## config.mk

```make
export PLATFORM = sky130hd
export DESIGN_NAME = rgb_pixel_pack
export DESIGN_NICKNAME = d
export VERILOG_FILES = /design/src/rtl/rgb_pkg.sv /design/src/rtl/rgb_pixel_pack_chan_fifo.sv /design/src/rtl/rgb_pixel_pack.sv
export SDC_FILE = /design/constraint.sdc
export NUM_CORES = 1
export LEC_CHECK = 0
export BUFFER_PORTS_ARGS = -buffer_cell sky130_fd_sc_hd__buf_2
export CAP_MARGIN = 20
export CORE_MARGIN = 2
export CORE_UTILIZATION = 60
export DETAILED_ROUTE_END_ITERATION = 10
export GPL_ROUTABILITY_DRIVEN = 0
export PLACE_DENSITY = 0.8
export SLEW_MARGIN = 15
export SYNTH_ARGS = -nofsm -noshare
export SYNTH_HDL_FRONTEND = slang
export SYNTH_HIERARCHICAL = 1
export SYNTH_SLANG_ARGS = --single-unit
```

## constraint.sdc

```tcl
create_clock -name clk -period 5.05 [get_ports clk]
set_input_delay 1.01 -clock clk [delete_from_list [all_inputs] [get_ports clk]]
set_output_delay 1.01 -clock clk [all_outputs]
set_load 0.01 [all_outputs]
```

## src/rtl/rgb_pkg.sv

```systemverilog
// Shared types for the RGB pixel packer: pixel layout, channel indices and
// packer FSM states.
package rgb_pkg;

  localparam int CHAN_N   = 3;
  localparam int SAMPLE_W = 8;

  typedef struct packed {
    logic [7:0] r;
    logic [7:0] g;
    logic [7:0] b;
  } pix_t;

  typedef enum logic [1:0] {
    CH_R = 2'd0,
    CH_G = 2'd1,
    CH_B = 2'd2
  } chan_e;

  typedef enum logic [1:0] {
    IDLE  = 2'd0,
    RUN   = 2'd1,
    DRAIN = 2'd2,
    FIN   = 2'd3
  } pack_state_e;

endpackage

```

## src/rtl/rgb_pixel_pack_chan_fifo.sv

```systemverilog
// chan_fifo: single-channel sample FIFO with (log2(DEPTH)+1)-bit pointers.
// A push while full is accepted only when a pop happens in the same cycle.
// A pop is allowed on an empty FIFO only together with a push; the caller
// then uses the incoming sample directly and the pointers pass each other.
module chan_fifo #(
  parameter int DEPTH = 4,
  parameter int WIDTH = 8,
  localparam int AW   = $clog2(DEPTH)
) (
  input  logic             clk,
  input  logic             rst,
  input  logic             flush,
  input  logic             push,
  input  logic             pop,
  input  logic [WIDTH-1:0] din,
  output logic [WIDTH-1:0] dout,
  output logic             empty,
  output logic             full,
  output logic [AW:0]      occ
);

  localparam logic [AW:0] PTR_ONE = {{AW{1'b0}}, 1'b1};

  logic [WIDTH-1:0] mem [DEPTH];
  logic [AW:0]      wptr;
  logic [AW:0]      rptr;
  logic             wr_en;

  assign empty = (wptr == rptr);
  assign full  = (wptr[AW] != rptr[AW]) && (wptr[AW-1:0] == rptr[AW-1:0]);
  assign occ   = wptr - rptr;
  assign dout  = mem[rptr[AW-1:0]];
  assign wr_en = push && (!full || pop);

  // Pointer update; flush empties the FIFO for the next frame.
  always_ff @(posedge clk or posedge rst) begin
    if (rst) begin
      wptr <= {(AW+1){1'b0}};
      rptr <= {(AW+1){1'b0}};
    end else if (flush) begin
      wptr <= {(AW+1){1'b0}};
      rptr <= {(AW+1){1'b0}};
    end else begin
      if (wr_en) wptr <= wptr + PTR_ONE;
      if (pop)   rptr <= rptr + PTR_ONE;
    end
  end

  // Sample storage, cleared on reset so the read port is never X.
  always_ff @(posedge clk or posedge rst) begin
    if (rst) begin
      for (int k = 0; k < DEPTH; k++) mem[k] <= {WIDTH{1'b0}};
    end else if (wr_en && !flush) begin
      mem[wptr[AW-1:0]] <= din;
    end
  end

endmodule

```

## src/rtl/rgb_pixel_pack.sv

```systemverilog
// rgb_pixel_pack: buffers independent R/G/B sample streams and emits one
// aligned {R,G,B} pixel whenever all three channels hold a sample. A channel
// whose FIFO is empty but which is pushing this cycle counts as holding a
// sample (bypass), so a completing push shows up on pix one cycle later.
// Optional feature macro: RGB_PACK_CNT_EN adds the accepted-pixel counter
// output pix_cnt.
module rgb_pixel_pack
  import rgb_pkg::*;
#(
  parameter int DEPTH = 4,
  parameter int CNT_W = 16
) (
  input  logic             clk,
  input  logic             rst,
  input  logic [7:0]       R,
  input  logic [7:0]       G,
  input  logic [7:0]       B,
  input  logic [2:0]       valid,
  input  logic [2:0]       done,
  output logic [2:0]       NR,
  output logic [23:0]      pix,
  output logic             pix_valid,
  input  logic             pix_ready,
  output logic             frame_done,
  output logic [2:0]       ovf_err,
  output logic             mis_err
`ifdef RGB_PACK_CNT_EN
  ,
  output logic [CNT_W-1:0] pix_cnt
`endif
);

  localparam int          AW       = $clog2(DEPTH);
  localparam logic [AW:0] NR_LIMIT = (AW+1)'(DEPTH - 2);

  pack_state_e state;

  logic [7:0]  din       [CHAN_N];
  logic [7:0]  fifo_dout [CHAN_N];
  logic [7:0]  head      [CHAN_N];
  logic [AW:0] fifo_occ  [CHAN_N];
  logic [AW:0] occ_nxt   [CHAN_N];
  logic [2:0]  fifo_empty;
  logic [2:0]  fifo_full;
  logic [2:0]  avail;
  logic [2:0]  push_ok;
  logic [2:0]  drop;
  logic [2:0]  nr_nxt;
  logic        pop;
  logic        flush;
  logic        drain_end;
  logic        leftover;
  pix_t        head_pix;

  assign din[CH_R] = R;
  assign din[CH_G] = G;
  assign din[CH_B] = B;

  assign flush     = (state == FIN);
  assign pop       = (state != FIN) && (&avail) && (!pix_valid || pix_ready);
  assign drain_end = !(&avail) && !pix_valid;
  assign leftover  = |(~fifo_empty | valid);
  assign head_pix  = '{r: head[CH_R], g: head[CH_G], b: head[CH_B]};

  for (genvar i = 0; i < CHAN_N; i++) begin : g_chan
    assign avail[i]   = !fifo_empty[i] || valid[i];
    assign head[i]    = fifo_empty[i] ? din[i] : fifo_dout[i];
    assign push_ok[i] = valid[i] && (!fifo_full[i] || pop);
    assign drop[i]    = valid[i] && fifo_full[i] && !pop && (state != FIN);
    assign occ_nxt[i] = fifo_occ[i] + {{AW{1'b0}}, push_ok[i]} - {{AW{1'b0}}, pop};
    // One free slot is kept for a sample already in flight.
    assign nr_nxt[i]  = (occ_nxt[i] <= NR_LIMIT);

    chan_fifo #(.DEPTH(DEPTH), .WIDTH(SAMPLE_W)) u_fifo (
      .clk   (clk),
      .rst   (rst),
      .flush (flush),
      .push  (valid[i] && (state != FIN)),
      .pop   (pop),
      .din   (din[i]),
      .dout  (fifo_dout[i]),
      .empty (fifo_empty[i]),
      .full  (fifo_full[i]),
      .occ   (fifo_occ[i])
    );
  end

  // Frame FSM with registered request, end-of-frame pulse and mismatch flag.
  always_ff @(posedge clk or posedge rst) begin
    if (rst) begin
      state      <= IDLE;
      NR         <= 3'b111;
      frame_done <= 1'b0;
      mis_err    <= 1'b0;
    end else begin
      frame_done <= 1'b0;
      case (state)
        IDLE: begin
          NR <= nr_nxt;
          if (|valid) state <= RUN;
        end
        RUN: begin
          if (done == 3'b111) begin
            state <= DRAIN;
            NR    <= 3'b000;
          end else begin
            NR <= nr_nxt;
          end
        end
        DRAIN: begin
          NR <= 3'b000;
          if (drain_end) begin
            state      <= FIN;
            frame_done <= 1'b1;
            if (leftover) mis_err <= 1'b1;
          end
        end
        FIN: begin
          NR    <= 3'b111;
          state <= IDLE;
        end
        default: begin
          NR    <= 3'b111;
          state <= IDLE;
        end
      endcase
    end
  end

  // Output pixel register and its valid/ready handshake.
  always_ff @(posedge clk or posedge rst) begin
    if (rst) begin
      pix       <= 24'h000000;
      pix_valid <= 1'b0;
    end else if (pop) begin
      pix       <= head_pix;
      pix_valid <= 1'b1;
    end else if (pix_ready) begin
      pix_valid <= 1'b0;
    end
  end

  // Sticky per-channel overflow flags.
  always_ff @(posedge clk or posedge rst) begin
    if (rst) begin
      ovf_err <= 3'b000;
    end else begin
      ovf_err <= ovf_err | drop;
    end
  end

`ifdef RGB_PACK_CNT_EN
  localparam logic [CNT_W-1:0] CNT_ONE = {{(CNT_W-1){1'b0}}, 1'b1};

  // Accepted-pixel counter; holds the frame total during FIN, then clears.
  always_ff @(posedge clk or posedge rst) begin
    if (rst) begin
      pix_cnt <= {CNT_W{1'b0}};
    end else if (state == FIN) begin
      pix_cnt <= {CNT_W{1'b0}};
    end else if (pix_valid && pix_ready) begin
      pix_cnt <= pix_cnt + CNT_ONE;
    end
  end
`endif

endmodule

```

After elaboration in Yosys (flattened, before gate mapping)
Cells that the tools add are included.
{ "totals": {"output_inout_bits": 33, "ff_bits": 149} }
{ "classes": {"n_eq_ne": 17, "order_cmp": 12, "add_sub_neg": 15, "n_mux": 43, "n_bitwise": 9, "n_reduce_logical": 58} }
{ "ops": {"columns": ["op", "count"], "rows": [
  ["32-bit bitwise mux", 3],
  ["8-bit two-way mux", 12],
  ["8-bit binary-select mux with 2-bit select", 3],
  ["8-bit demux with 2-bit select", 3],
  ["3-bit two-way mux", 13],
  ["1-bit logical AND", 30],
  ["3-bit by 1-bit adder with 3-bit output (second input constant)", 6],
  ["3-bit greater-or-equal comparator (second input constant)", 6],
  ["2-bit NOT with 3-bit output", 6],
  ["3-bit case mux with 4 select lines", 1],
  ["1-bit zero test", 10],
  ["2-bit nonzero test", 5],
  ["3-bit by 1-bit adder with 3-bit output", 3],
  ["3-bit == test", 3],
  ["3-bit by 2-bit <= comparator with 1-bit output (second input constant)", 3],
  ["3-bit by 1-bit < comparator with 1-bit output (second input constant)", 3],
  ["3-bit AND reduction", 3],
  ["3-bit by 1-bit subtractor with 3-bit output", 3],
  ["3-bit subtractor", 3],
  ["2-bit inequality test (second input constant)", 4],
  ["2-bit case mux with 4 select lines", 1],
  ["1-bit logical OR", 7],
  ["2-bit == test", 3],
  ["2-bit two-way mux", 3],
  ["other kinds (9)", 17]
]} }

Depth between registers and ports, before layout
Gate-level depths: netlist of the first run.
{ "depth": {"word_depth": 13, "mapped_depth": 20, "mapped_depth_nobuf": 17} }

Hierarchy
The synthesis of the first run kept the hierarchy.
{ "modules_own_cells": {"columns": ["mod", "area_per_inst_um2", "n_inst", "cells_each"], "rows": [
  ["chan_fifo at g_chan[1].u_fifo ...", 1963.1, 2, 132],
  ["rgb_pixel_pack", 2099.5, 1, 158],
  ["chan_fifo at g_chan[0].u_fifo", 1976.9, 1, 130]
]} }

Least setup slack after synthesis of the first run
Ideal clock, no wire load.
{ "synth_timing": {"kind": "reg2reg", "from": "register g_chan[2].u_fifo.rptr[1]", "to": "register NR[1]", "setup_slack_ps": 1320, "n_path_buf": 3, "required_ps": 4971, "arrival_ps": 3652, "synth_period_minus_slack_ps": 3730, "path_stages_with_launch": 21, "path_cell_list": "dfrtp_1 > clkbuf_1 > inv_1 > ha_1 > nand2_1 > nor2_1 > buf_6 > inv_2 > o221ai_4 > nor3_4 > buf_8 > o21ai_0 > ha_1 > inv_1 > ha_1 > inv_1 > fa_1 > xor2_1 > xnor2_1 > o21ai_0 > o21ai_0"} }
{ "synth_between": {"elab_chain_len": 13} }
{ "synth_lines": {"columns": ["item", "line", "source"], "rows": [
  ["from (decl)", "rgb_pixel_pack_chan_fifo.sv:26", "logic [AW:0] rptr;"],
  ["from (signal assigned)", "rgb_pixel_pack_chan_fifo.sv:39", "rptr <= {(AW+1){1'b0}};"],
  ["from (signal assigned)", "rgb_pixel_pack_chan_fifo.sv:42", "rptr <= {(AW+1){1'b0}};"],
  ["from (signal assigned)", "rgb_pixel_pack_chan_fifo.sv:45", "if (pop) rptr <= rptr + PTR_ONE;"],
  ["3-bit == test (*)", "rgb_pixel_pack_chan_fifo.sv:29", "assign empty = (wptr == rptr);"],
  ["named net fifo_empty[2]", "rgb_pixel_pack.sv:43", "logic [2:0] fifo_empty;"],
  ["1-bit zero test (*)", "rgb_pixel_pack.sv:66", "assign avail[i] = !fifo_empty[i] || valid[i];"],
  ["1-bit logical OR (*)", "rgb_pixel_pack.sv:66", null],
  ["3-bit AND reduction (*)", "rgb_pixel_pack.sv:60", "assign pop = (state != FIN) && (&avail) && (!pix_valid || pix_ready);"],
  ["1-bit logical AND (*) (2 in series)", "rgb_pixel_pack.sv:60", null],
  ["named net pop", "rgb_pixel_pack.sv:49", "logic pop;"],
  ["1-bit logical OR", "rgb_pixel_pack.sv:68", "assign push_ok[i] = valid[i] && (!fifo_full[i] || pop);"],
  ["1-bit logical AND", "rgb_pixel_pack.sv:68", null],
  ["3-bit by 1-bit adder with 3-bit output", "rgb_pixel_pack.sv:70", "assign occ_nxt[i] = fifo_occ[i] + {{AW{1'b0}}, push_ok[i]} - {{AW{1'b0}}, pop};"],
  ["3-bit by 1-bit subtractor with 3-bit output (*)", "rgb_pixel_pack.sv:70", null],
  ["3-bit by 2-bit <= comparator with 1-bit output (*)", "rgb_pixel_pack.sv:72", "assign nr_nxt[i] = (occ_nxt[i] <= NR_LIMIT);"],
  ["3-bit two-way mux", "rgb_pixel_pack.sv:103", "if (done == 3'b111) begin"],
  ["3-bit case mux with 4 select lines (*)", "rgb_pixel_pack.sv:97", "case (state)"],
  ["to (signal assigned)", "rgb_pixel_pack.sv:99", "NR <= nr_nxt;"],
  ["to (signal assigned)", "rgb_pixel_pack.sv:107", "NR <= nr_nxt;"],
  ["to (decl)", "rgb_pixel_pack.sv:20", "output logic [2:0] NR,"]
]} }
The timed path passes the listed nets; every way through them passes the cells marked *.
A chain may end at the register's enable or synchronous reset.

Worst setup path in the final report of the first run
{ "layout_timing": {"from": "register g_chan[0].u_fifo.rptr[1]", "to": "register NR[2]"} }
{ "layout_between": {"elab_chain_len": 13} }
{ "layout_lines": {"columns": ["item", "line"], "rows": [
  ["from (decl)", "rgb_pixel_pack_chan_fifo.sv:26"],
  ["from (signal assigned)", "rgb_pixel_pack_chan_fifo.sv:39"],
  ["from (signal assigned)", "rgb_pixel_pack_chan_fifo.sv:42"],
  ["from (signal assigned)", "rgb_pixel_pack_chan_fifo.sv:45"],
  ["3-bit == test (*)", "rgb_pixel_pack_chan_fifo.sv:29"],
  ["named net fifo_empty[0]", "rgb_pixel_pack.sv:43"],
  ["1-bit zero test (*)", "rgb_pixel_pack.sv:66"],
  ["1-bit logical OR (*)", "rgb_pixel_pack.sv:66"],
  ["3-bit AND reduction (*)", "rgb_pixel_pack.sv:60"],
  ["1-bit logical AND (*) (2 in series)", "rgb_pixel_pack.sv:60"],
  ["1-bit logical OR", "rgb_pixel_pack.sv:68"],
  ["1-bit logical AND", "rgb_pixel_pack.sv:68"],
  ["3-bit by 1-bit adder with 3-bit output", "rgb_pixel_pack.sv:70"],
  ["3-bit by 1-bit subtractor with 3-bit output (*)", "rgb_pixel_pack.sv:70"],
  ["3-bit by 2-bit <= comparator with 1-bit output (*)", "rgb_pixel_pack.sv:72"],
  ["3-bit two-way mux", "rgb_pixel_pack.sv:103"],
  ["3-bit case mux with 4 select lines (*)", "rgb_pixel_pack.sv:97"]
]} }
Marked as above.

==> results of run 1 <==
[final cells by class]
cell class	instances	area [µm²]	share of cell area, %
timing repair buffer	77	415	4.62
inverter	38	143	1.59
clock buffer	20	457	5.08
clock inverter	12	104	1.15
sequential	149	3730	41.5
tap	176	220	2.45
antenna	1	2.50	0.0278
multi-input combinational	342	3920	43.6
[how the worst max path moves through the flow]
stage / to / slack [ps] / cells past startpoint
detailed placement: NR[2] / 610 / 17
global route: NR[1] / 310 / 17
CTS: NR[2] / 580 / 17
global placement: NR[1] / 860 / 17
floorplan: NR[1] / 1320 / 20
finish: NR[2] / 600 / 17
[power breakdown]
part | switching, µW | internal [µW] | total (µW)
Sequential | 400 | 1810 | 2210
Clock | 491 | 702 | 1190
Combinational | 1600 | 2010 | 3610
[kinds of logic (layout without fill, tap and decap cells)]
kind of cell             after synthesis  after routing  synth area share [%]
adder cells (fa/ha/maj)               37             37                  6.35
AO/OA/AOI/OAI                         42             42                  4.63
flip-flops                           149            149                  46.6
other                                  0              1                     0
AND/OR/NAND/NOR                       64             64                  4.08
XOR/XNOR                              20             20                  2.42
buffers and inverters                 61            147                  4.38
multiplexers                         179            179                  31.5
[stage by stage]
stage | power [µW] | instances
after floorplan | 5140 | 552
after global placement | 5620 | 782
after detailed placement | 5830 | 782
after CTS | 7070 | 814
after global routing | 7500 | 814
final | 7020 | 815
[Yosys cell counts, types with 3 or more instances]
cell type,count
a211o_1,6
a211oi_4,4
a21boi_0,3
a21oi_1,4
a31o_2,3
and3b_1,5
buf_2,3
buf_6,12
clkbuf_1,4
dfrtp_1,146
dfstp_2,3
fa_1,6
ha_1,31
inv_1,36
mux2_2,87
mux2_4,64
mux2i_1,4
mux4_2,24
nand2_1,17
nand2b_1,3
nor2_1,23
nor2b_1,8
o21ai_0,9
xnor2_1,10
xor2_1,9
[registers in the layout (all words and copies together), names as in the netlist]
register and flops:
g_chan.u_fifo/wptr 9, pix_valid 1, g_chan.u_fifo/mem 96, g_chan.u_fifo/rptr 9
state 2, mis_err 1, ovf_err 3, NR 3
frame_done 1, pix 24
[metal layers]
metal | vias up | track usage (%) | routed length (µm)
li1 | 2095 | - | -
met1 | 2390 | 30.8 | 6770
met2 | 82 | 40.3 | 8170
met3 | 22 | 6.42 | 612
met4 | 0 | 7.43 | 263
met5 | - | 0 | 0
==> reports/results.txt, run 1 <==
reg2reg setup slack: 600 ps
Post-synth EDFFs: 0
post-DP HPWL: 10,900 µm
area delta synth->final: 12.4%
setup_tns: 0 ps
cell area after synthesis: 8000 µm²
CP Launch Point: g_chan[0].u_fifo/rptr[1]
antenna violations before repair: 0
Setup Crit Path Kind: reg2reg
first-pass GRT wire length: 26,500 µm
Clock Pin Slew Worst Setup and Hold Paths: 70 ps
f_max: 225 MHz
total CTS buffers: 17
Reg2Reg Capture Point: NR[2]
Setup WS pre-CTS: 608 ps
PwrDens: 780 nW/µm²
reg2reg start: g_chan[0].u_fifo/rptr[1]
Die W: 119 µm
CORE AREA: 13,100 µm²
RSZ-0062 raised after global routing: no
CP bufs+invs: 4
post-route antenna net violation count: 0
vias in the first global route: 5,041
full die area: 14,300 µm²
crit path cell chain: inv_1 > ha_1 > nand2_1 > nor2_1 > nand2b_2 > o221ai_4 > nor3_4 > buf_4 > ha_1 > inv_1 > ha_1 > inv_1 > fa_1 > xor2_1 > xnor2_1 > o21ai_0 > o21ai_0
Mapped Cells: 552
leak pwr: 0.00423 µW
commonest non-fill, non-tap cells in the layout: 146 x dfrtp_1, 87 x mux2_2, 65 x buf_2
Avg Vias per Cell: 5.63
hold_sp: mis_err
crit end category: register
Sink Count: 149
Final period util: 88.2%
Hold WC Path Type: reg2reg
initial DRC count: 245
# setup viols final: 0
drc violations: 0
buffers added on ports: 65
CP max-delay cell: nor3_4
Slew @ Worst Pin: 939 ps
Filler cells: 898
WL final: 15,800 µm
startpoint types: register
final core occ: 68.5%
Fin. Hold Viols: 0
area leader, netlist: dfrtp_1
top cells by area, synth: dfrtp_1 46%, mux2_2 12%, mux2_4 12%
Tmin final: 4450 ps
Syn Area/Cell: 14.5 µm²
Critical Path AT: 4780 ps
slowest stage delay, CP: 750 ps
layout cells sized above 1: 47.5%
hold buffers post-CTS: 0
area share of the leading cell type in the synthesized netlist: 45.7%
outcome: finished, final reports clean
clk_skew: 17.4 ps
Vias: 4,589
CTS tree: built
Hold Crit Depth: 1
crit path max fanout: 19
most used flip-flop cell after synthesis: dfrtp_1
worst-skew pair later-pin latency: 430 ps
Max-Cap Viols: 0
Synth Warn #: 6
Post-layout nets: 695
Post-synth ARST share: 100%
Max Transition Viols Final: 0
Seq cells post-synth: 149
Worst Hold Margin: 451 ps
syn nets: 622
fin area: 9000 µm²
DP Area: 8430 µm²
Slew headroom: 37.3%
worst endpoint required time: 5380 ps
Tot GR Track Use: 24.0%
drt wl/cell: 19.4 µm
FP Rows: 42
Worst path top cell family by delay: simple AND/OR/NAND/NOR gates
TritonRoute pass-1 iters: 4
H-tree levels: 4
Seq/Total Area, Yosys: 46.6%
I/O Pins: 66
Bufs on Longest Clock Path: 2
Final WS setup: 597 ps
Synth cell types: 46
largest net degree at the start of global routing: 46
die height: 119 µm
post-CTS setup buffers: 0
Clock Tree Root: clkbuf_16
maximum VDD drop: 0.490 mV
Worst Hold End: mis_err
most common cell after layout, fill and taps aside: dfrtp_1
total congestion overflow: 0
post_cts resized: 0
worst reg-to-reg path cell count: 17
Starting Density: 60.9%
No activity file was read; power rests on OpenSTA's default activity.
==> inputs of run 2 (changes only) <==
CORE_UTILIZATION = 55   (was 60)
PLACE_DENSITY = 0.77   (was 0.8)
clock period = 3.8 ns   (was 5.05 ns; I/O delays follow)
==> run 2 against run 1 <==
Effect of this change:
- via count increased by 0.89%
- clock power rose by 43%
- critical path depth down 2
- routed wire length down 1.0%
- combinational power increased by 36%
- die area up 8.8%
- non-clock buffer count is 7 higher
- sequential share of layout area decreased by 0.58 points
- setup slack got worse by 270 ps
- highest routed layer unchanged
==> reports/results.txt, run 2 (same netlist as run 1, synthesis figures left out) <==
Clock Pin Slew Worst Setup and Hold Paths: 60 ps (was 70 ps)
# setup viols final: 0 (unchanged)
Filler cells: 1,028 (was 898)
clock network power share: 18.0% (was 17.0%)
sequential share of power: 30.0% (was 31.5%)
crit end category: register (unchanged)
max reg flops: 96 (unchanged)
antenna violations before repair: 0 (unchanged)
Starting Density: 55.7% (was 60.9%)
buffers added on ports: 65 (unchanged)
CP max-delay cell: xor2_1 (was nor3_4)
Avg Vias per Cell: 5.59 (was 5.63)
die height: 125 µm (was 119 µm)
Slew headroom: 53.1% (was 37.3%)
post-DP HPWL: 10,600 µm (was 10,900 µm)
clk_skew: 8.39 ps (was 17.4 ps)
Top Registers: g_chan.u_fifo/mem x96, pix x24 (unchanged)
PwrDens: 1040 nW/µm² (was 780 nW/µm²)
I/O Pins: 66 (unchanged)
Sw Ratio: 34.9% (was 35.5%)
maximum VDD drop: 0.695 mV (was 0.490 mV)
Pint: 6160 µW (was 4520 µW)
most used cell, CP: o21ai_0
CP Launch Point: g_chan[1].u_fifo/rptr[2] (was g_chan[0].u_fifo/rptr[1])
FP Rows: 44 (was 42)
crit path max fanout: 12 (was 19)
post-CTS setup buffers: 0 (unchanged)
area delta synth->final: 14.0% (was 12.4%)
Sink Count: 149 (unchanged)
Hold WC Path Type: in2async (was reg2reg)
Most flops, register: g_chan.u_fifo/mem (unchanged)
Bufs on Longest Clock Path: 2 (unchanged)
startpoint types: register (unchanged)
total CTS buffers: 17 (unchanged)
Fin. Hold Viols: 0 (unchanged)
layout cells sized above 1: 48.1% (was 47.5%)
Slew @ Worst Pin: 703 ps (was 939 ps)
vias in the first global route: 5,144 (was 5,041)
Post-layout nets: 702 (was 695)
Vias: 4,630 (was 4,589)
CP bufs+invs: 3 (was 4)
reg2reg start: g_chan[1].u_fifo/rptr[2] (was g_chan[0].u_fifo/rptr[1])
CTS tree: built (unchanged)
first-pass GRT wire length: 26,400 µm (was 26,500 µm)
H-tree levels: 4 (unchanged)
Final WS setup: 323 ps (was 597 ps)
total congestion overflow: 0 (unchanged)
leak pwr: 0.00429 µW (was 0.00423 µW)
most common cell after layout, fill and taps aside: dfrtp_1 (unchanged)
logic gate share of total power: 52.0% (was 51.5%)
Final period util: 91.5% (was 88.2%)
Max Transition Viols Final: 0 (unchanged)
DP Area: 8480 µm² (was 8430 µm²)
ANT cells: 0 (was 1)
sw power: 3300 µW (was 2490 µW)
RSZ-0062 raised after global routing: no (unchanged)
largest net degree at the start of global routing: 46 (unchanged)
slowest stage delay, CP: 520 ps (was 750 ps)
Worst Hold Margin: 294 ps (was 451 ps)
worst endpoint required time: 4150 ps (was 5380 ps)
crit path cell chain: xor2_1 > nor2_1 > inv_2 > o221ai_4 > nor3_4 > o21ai_0 > ha_1 > inv_1 > ha_1 > inv_1 > fa_1 > xor2_1 > xnor2_1 > o21ai_0 > o21ai_0 (was inv_1 > ha_1 > nand2_1 > nor2_1 > nand2b_2 > o221ai_4 > nor3_4 > buf_4 > ha_1 > inv_1 > ha_1 > inv_1 > fa_1 > xor2_1 > xnor2_1 > o21ai_0 > o21ai_0)
Max-Cap Viols: 0 (unchanged)
final core occ: 63.5% (was 68.5%)
hold buffers post-CTS: 0 (unchanged)
Tot GR Track Use: 21.5% (was 24.0%)
post-route antenna net violation count: 0 (unchanged)
f_max: 288 MHz (was 225 MHz)
outcome: finished, final reports clean (unchanged)
fin area: 9120 µm² (was 9000 µm²)
full die area: 15,500 µm² (was 14,300 µm²)
Worst path top cell family by delay: XOR/XNOR gates (was simple AND/OR/NAND/NOR gates)
Critical Path AT: 3830 ps (was 4780 ps)
drt wl/cell: 18.9 µm (was 19.4 µm)
Tmin final: 3480 ps (was 4450 ps)
Clock Tree Root: clkbuf_16 (unchanged)
TritonRoute pass-1 iters: 5 (was 4)
setup_tns: 0 ps (unchanged)
commonest non-fill, non-tap cells in the layout: 146 x dfrtp_1, 87 x mux2_2, 65 x buf_2 (unchanged)
CORE AREA: 14,400 µm² (was 13,100 µm²)
post_cts resized: 0 (unchanged)
Setup WS pre-CTS: 411 ps (was 608 ps)
initial DRC count: 210 (was 245)
worst-skew pair later-pin latency: 430 ps (about the same)
drc violations: 0 (unchanged)
WL final: 15,700 µm (was 15,800 µm)
Die W: 125 µm (was 119 µm)
Setup Crit Path Kind: reg2reg (unchanged)
-- run 2: cell types whose count changed in the layout (fill, tap and decap cells not counted), sizes merged --
cell,before,now
buf,77,84
bufinv,1,3
clkbuf,20,19
clkinv,6,8
clkinvlp,3,4
diode,1,0
inv,40,36
-- run 2: metrics by stage --
stage,std cells,total power (µW)
after floorplan,552,6830
after global placement,795,7520
after detailed placement,795,7760
after CTS,827,9530
after global routing,829,10100
final,829,9460
-- run 2: routing by layer --
layer / up-vias / track usage [%] / share of wire [%] / wire length [µm]
li1: 2108 / - / - / -
met2: 81 / 36.6 / 52 / 8120
met5: - / 0 / 0 / 0
met1: 2421 / 27.2 / 44 / 6890
met3: 20 / 4.38 / 2.9 / 451
met4: 0 / 8.33 / 1.3 / 204
-- run 2: cell type report --
class | count | area, µm² | share of cell area, %
Tap cell | 184 | 230 | 2.52
Clock buffer | 19 | 443 | 4.85
Clock inverter | 13 | 158 | 1.73
Multi-Input combinational cell | 342 | 3920 | 43.0
Inverter | 38 | 143 | 1.56
Sequential cell | 149 | 3730 | 40.9
Timing Repair Buffer | 84 | 495 | 5.43
-- run 2: power by group through the flow --
stage / combinational, µW / clock, µW / sequential [µW]
floorplan: 4000 / 0 / 2820
global placement: 4720 / 0 / 2800
detailed placement: 4910 / 0 / 2850
CTS: 4960 / 1740 / 2840
global route: 5400 / 1800 / 2930
finish: 4920 / 1700 / 2840
-- run 2: worst paths after layout --
kind / to / slack [ps] / cells after the start
max: NR[0] / 320 / 15
min: g_chan[1].u_fifo/wptr[1] / 290 / 2
max reg2reg: NR[0] / 320 / 15
min reg2reg: ovf_err[1] / 470 / 1
max in group asynchronous: NR[1] / 2500 / 3
min in group clk: ovf_err[1] / 470 / 1
